===== config.mk =====
export PLATFORM = sky130hd
export DESIGN_NAME = se_channel_arbiter
export DESIGN_NICKNAME = d
export VERILOG_FILES = /design/src/rtl/se_channel_arbiter.sv
export SDC_FILE = /design/constraint.sdc
export NUM_CORES = 1
export LEC_CHECK = 0
export ABC_AREA = 1
export CAP_MARGIN = 20
export CORE_ASPECT_RATIO = 1.75
export CORE_MARGIN = 5
export CORE_UTILIZATION = 47
export CTS_CLUSTER_DIAMETER = 40
export CTS_CLUSTER_SIZE = 12
export DETAILED_ROUTE_END_ITERATION = 6
export PLACE_DENSITY = 0.85
export SYNTH_ARGS = -nofsm -noshare
export SYNTH_HDL_FRONTEND = slang
export SYNTH_SLANG_ARGS = --single-unit

===== constraint.sdc =====
create_clock -name iClock -period 1.55 [get_ports iClock]
set_input_delay 0.31 -clock iClock [delete_from_list [all_inputs] [get_ports iClock]]
set_output_delay 0.31 -clock iClock [all_outputs]
set_load 0.02 [all_outputs]

===== src/rtl/se_channel_arbiter.sv =====
// se_channel_arbiter: priority arbiter that shares one speaker tone output among four sound sources.
// Ports:
//   iClock, iReset     clock and synchronous active-high reset
//   iEnable[3:0]       per-channel request level, bit 3 highest priority, bit 0 background music
//   iFreq[63:0]        packed per-channel frequency, channel n at [16n+15:16n]
//   iMute              silences the output without touching arbitration or counters
//   oEnable, oFreq     tone driver enable and selected frequency (0 when disabled)
//   oGrant[3:0]        one-hot current owner, 0 when nothing is playing
//   oState[1:0]        debug state: 0 IDLE, 1 PLAY, 2 GAP
module se_channel_arbiter #(
    parameter int unsigned NUM_CH     = 4,
    parameter logic [31:0] MIN_HOLD   = 32'd50000,
    parameter logic [31:0] GAP_CYCLES = 32'd5000
) (
    input  logic        iClock,
    input  logic        iReset,
    input  logic [3:0]  iEnable,
    input  logic [63:0] iFreq,
    input  logic        iMute,
    output logic        oEnable,
    output logic [15:0] oFreq,
    output logic [3:0]  oGrant,
    output logic [1:0]  oState
);
    typedef enum logic [1:0] {IDLE = 2'd0, PLAY = 2'd1, GAP = 2'd2} state_t;
    state_t      state_q, state_d;
    logic [1:0]  grant_q, grant_d;
    logic [31:0] hold_q, hold_d;
    logic [31:0] gap_q, gap_d;
    logic        any_en, higher_req;
    logic [1:0]  top_idx;
    logic [3:0]  above_mask;
    assign any_en     = |iEnable[NUM_CH-1:0];
    assign top_idx    = iEnable[3] ? 2'd3 : iEnable[2] ? 2'd2 : iEnable[1] ? 2'd1 : 2'd0;
    // Bits strictly above the current owner; only these may preempt.
    assign above_mask = 4'b1110 << grant_q;
    assign higher_req = |(iEnable & above_mask);
    always_comb begin
        state_d = state_q;
        grant_d = grant_q;
        hold_d  = hold_q;
        gap_d   = gap_q;
        unique case (state_q)
            IDLE: if (any_en) begin
                state_d = PLAY;
                grant_d = top_idx;
                hold_d  = 32'd0;
            end
            PLAY: if (!iEnable[grant_q] || (higher_req && hold_q >= MIN_HOLD)) begin
                state_d = GAP;
                gap_d   = 32'd0;
            end else begin
                hold_d = (hold_q >= MIN_HOLD) ? MIN_HOLD : hold_q + 32'd1;
            end
            GAP: begin
                gap_d = gap_q + 32'd1;
                // Requests are only looked at on the last silent cycle.
                if (gap_q == GAP_CYCLES - 32'd1) begin
                    state_d = any_en ? PLAY : IDLE;
                    grant_d = any_en ? top_idx : grant_q;
                    hold_d  = 32'd0;
                end
            end
            default: state_d = IDLE;
        endcase
    end
    always_ff @(posedge iClock) begin
        if (iReset) begin
            state_q <= IDLE;
            grant_q <= 2'd0;
            hold_q  <= 32'd0;
            gap_q   <= 32'd0;
        end else begin
            state_q <= state_d;
            grant_q <= grant_d;
            hold_q  <= hold_d;
            gap_q   <= gap_d;
        end
    end
    // Frequency passes through live so source sweeps track with no latency.
    assign oEnable = (state_q == PLAY) && !iMute;
    assign oFreq   = oEnable ? iFreq[{grant_q, 4'b0000} +: 16] : 16'd0;
    assign oGrant  = (state_q == PLAY) ? (4'b0001 << grant_q) : 4'b0000;
    assign oState  = state_q;
endmodule


* Yosys cells after proc, flatten, opt, wreduce, memory -nomap -nowiden *
Index checks and enable logic that the tools add are counted.

cells by class
  add/sub/neg operators = 2
  $lt $le $gt $ge = 2
  equal/unequal tests = 7
  shift-type cells = 3
  mux-type cells = 22
  bitwise operators = 1
  reductions and logical operators = 15

operators with widths
  kind                   count
  $mux 32                5
  $pmux 32 s3            1
  $add 32x1->32 const B  2
  $pmux 32 s2            1
  $shiftx 64x7->16       1
  $eq 32x13->1 const B   1
  $ge 32x16->1 const B   1
  $mux 16                1
  $mux 2                 7
  $ne 2x2->1 const B     4
  $reduce_or 4->1        2
  $pmux 2 s3             1
  $and 4x4->4            1
  $mux 4                 1
  $pmux 2 s2             1
  $reduce_and 2->1       2
  $reduce_and 4->1       1
  $reduce_bool 2->1      2
  $shl 1x2->4 const A    1
  $shl 4x2->4 const A    1
  $lt 2x3->1 const B     1
  $mux 1                 3
  $reduce_and 3->1       1
  $reduce_bool 3->1      1
  7 further kinds        9

word-level totals
  register bits after elaboration = 68
  input port bits = 71
  output and inout bits = 23

* Depth between registers and ports, before layout *
  depth in word-level cells = 7
  mapped depth = 13
  mapped depth without buffers = 12

* Least setup slack after synthesis *
Ideal clock, no wire load.

  path type = reg2out
  start point = register state_q[0], in the netlist oState[0]
  end point = output port oFreq[10]
  arrival = 2.029 ns
  setup slack = -0.789 ns
  stages on the path, launching flop included = 8
  path buffers = 1
  path through = dfxtp_1 > inv_1 > nor2_1 > inv_1 > nor2_1 > inv_1 > clkbuf_1 > a21oi_1

on the way
  longest elaborated chain between the ends = 3

RTL lines
  element                 RTL line  source
  from (decl)             26        state_t state_q, state_d;
  from (signal assigned)  74        state_q <= state_d;
  $eq 2x1->1              81        assign oEnable = (state_q == PLAY) && !iMute;
  $logic_and 1x1->1       81
  via oEnable             20        output logic oEnable,
  $mux 16                 82        assign oFreq = oEnable ? iFreq[{grant_q, 4'b0000} +: 16] : 16'd0;
  to (decl)               21        output logic [15:0] oFreq,

The timed path passes the listed nets, and every way through them passes these cells.

* Worst setup path after layout *
  start point = register grant_q[0]
  end point = output port oFreq[15]

on the way
  longest elaborated chain between the ends = 2

RTL lines
  element                 RTL line  source
  from (decl)             27        logic [1:0] grant_q, grant_d;
  from (signal assigned)  75        grant_q <= grant_d;
  $shiftx 64x7->16        82
  $mux 16                 82

Every way passes these cells.

==> reports/qor.yml <==
cts_buffers: 9
critPathMaxFanout: 6
ys_seq_area_frac: 0.310
layout-drive-gt1-share: 0.354
synthFlopType: "dfxtp_1"
violations: "setup timing"
cp-start-kind: "flop"
diodes: 0
routed_via_density: 5.95
power_w: 0.00653
irDropWorstVdd_mv: 0.964
setup_ws_ns: -0.345
synthesis.nets: 756
cts-root-buf: "clkbuf_16"
hold_viol: 0
max_freq_mhz: 528
antenna_found_initial: 0
slew_headroom: 0.575
wire_per_inst_um: 19.5
setup_violations: 89
final_nets: 969
drc: 0
synth_edf_count: 0
worst_pin_slew_ns: 0.638
cts_max_level: 3
grt-ovfl-total: 0
power_density_nw_per_um2: 860
drv_slew: 0
hold_path_class: "flop to flop"
finalCritPeriodShare: 1.22
track_usage: 0.305
rows: 46
critPathKind: "flop to primary output"
synth-seq-cells: 68
dieHeight_um: 138
final_common_cell: "nand2_1"
io_pins: 94
port_buffers: 93
grt_pass1_wl_um: 28200
netlist_area_sq_um: 4390
dieWidth_um: 83.1
core_sq_um: 9090
syn_avg_cell_area_sq_um: 6.44
cp.arrival_ns: 1.58
dr.pass1.iters: 7
final_antenna_net_count: 0
synth_warnings: 0
insertion_delay_ns: 0.34
layout_common_cells: "133 x nand2_1, 106 x buf_4, 70 x nand3_1"
synth_cells: 682
fin_tns_setup_ns: -22.51
grt_max_degree: 44
end_kind: "primary output"
finalCriticalPeriod_ns: 1.89
synth.distinct_cells: 37
dr_total_vias: 6064
cts_tree: "built"
p_leak_nw: 2.95
cts_buffer_depth: 2
area_delta_synth_final_pct: 72.9
initial_core_util: 0.483
dieArea_sq_um: 11500
required_ns: 1.24
ctsHoldBuffers: 0
gp_congestion: 0.971
drtIter0Drc: 643
path_clk_slew_ns: 0.06
rsz0062_at_grt: "yes"
async_reset_ff_frac: 0
cts.sinks: 68
finalClockSkew_ns: 0.00804
cap_violations: 0
drt-total-wl_um: 19900
dp_hpwl_um: 12000
outcome: "finished, violations left"
grt_pass1_vias: 5745
## stage by stage
| step | utilization | area [sq um] | instances | worst slack [ns] | hold slack [ns] |
|---|---|---|---|---|---|
| 6_report | 0.835 | 7590 | 1019 | -0.345 | 0.485 |
| 4_1_cts | 0.794 | 7220 | 1008 | -0.308 | 0.467 |
| 5_1_grt | 0.835 | 7590 | 1019 | -0.459 | 0.493 |
| 3_5_place_dp | 0.707 | 6430 | 976 | -0.589 | 0.464 |
| 3_3_place_gp | 0.707 | 6430 | 976 | -0.551 | 0.457 |
| 2_1_floorplan | - | 4620 | 682 | -0.104 | 0.433 |
## final cells by class
type | count | area [sq um]
clock buffer | 9 | 225
clock inverter | 6 | 65.1
fill | 526 | 1500
inverter | 68 | 274
multi-input combinational | 519 | 3270
sequential | 68 | 1380
tap | 120 | 150
timing repair buffer | 229 | 2220
## cell usage after synthesis (4+ instances only)
| cell type | count | share of area |
|---|---|---|
| nand2_2 | 4 | 0.0057 |
| nor3b_1 | 8 | 0.014 |
| nand4_1 | 10 | 0.014 |
| nand2_1 | 147 | 0.13 |
| buf_6 | 4 | 0.010 |
| dfxtp_1 | 68 | 0.31 |
| nand3_1 | 75 | 0.085 |
| o21ai_0 | 22 | 0.025 |
| a21oi_1 | 59 | 0.067 |
| nor2_1 | 83 | 0.071 |
| nor3b_2 | 6 | 0.017 |
| xor2_1 | 8 | 0.016 |
| clkbuf_1 | 18 | 0.015 |
| inv_1 | 66 | 0.056 |
| nor3_1 | 32 | 0.036 |
| a22oi_1 | 33 | 0.056 |
## worst max-delay path, cell delays in order (launching register included)
cell,delay (ns)
dfxtp_4,0.36
buf_6,0.12
nand2_4,0.07
inv_6,0.05
buf_12,0.13
a22oi_2,0.26
a21oi_4,0.09
buf_6,0.14
## routing by layer
metal,track usage,vias up,part of all wire
li1,-,2719,-
met1,0.310,2840,0.36
met2,0.571,403,0.52
met3,0.0648,102,0.070
met4,0.178,0,0.054
met5,0,-,0
## report_power, final
group | internal (W) | switching (W)
registers | 0.00180 | 0.0000589
clock network | 0.00124 | 0.000799
logic | 0.00123 | 0.00141
## path summary, 6_finish.rpt
| kind | start | to | slack [ns] | cells after the start |
|---|---|---|---|---|
| setup / recovery | grant_q[0]$_SDFFE_PP0P_ | oFreq[15] | -0.34 | 7 |
| hold / removal | hold_q[30]$_SDFFE_PP0P_ | hold_q[30]$_SDFFE_PP0P_ | 0.48 | 1 |
| hold reg to reg | hold_q[30]$_SDFFE_PP0P_ | hold_q[30]$_SDFFE_PP0P_ | 0.48 | 1 |
| setup reg to reg | grant_q[0]$_SDFFE_PP0P_ | hold_q[13]$_SDFFE_PP0P_ | -0.33 | 11 |
## registers in the layout, summed over array words and instances (netlist names)
name	cells
gap_q	32
hold_q	32
grant_q	2
oState	2
## cell families (layout without fill, tap and decap cells)
family,count (synthesis),count (layout),synth area share
compound gates,121,121,0.162
buf+inv,95,312,0.0901
flops,68,68,0.310
xor+xnor,9,9,0.0180
simple gates,386,386,0.411
fa+ha+maj,3,3,0.00855
## timing repair
item / CTS / global route
setup endpoints to repair: 91 / 90
cloned: 4 / 3
resized for setup: 191 / 76
hold endpoints to repair: 0 / 0
buffers inserted: 13 / 11
pin swaps: 23 / 21
No activity file was read; power rests on OpenSTA's default activity.
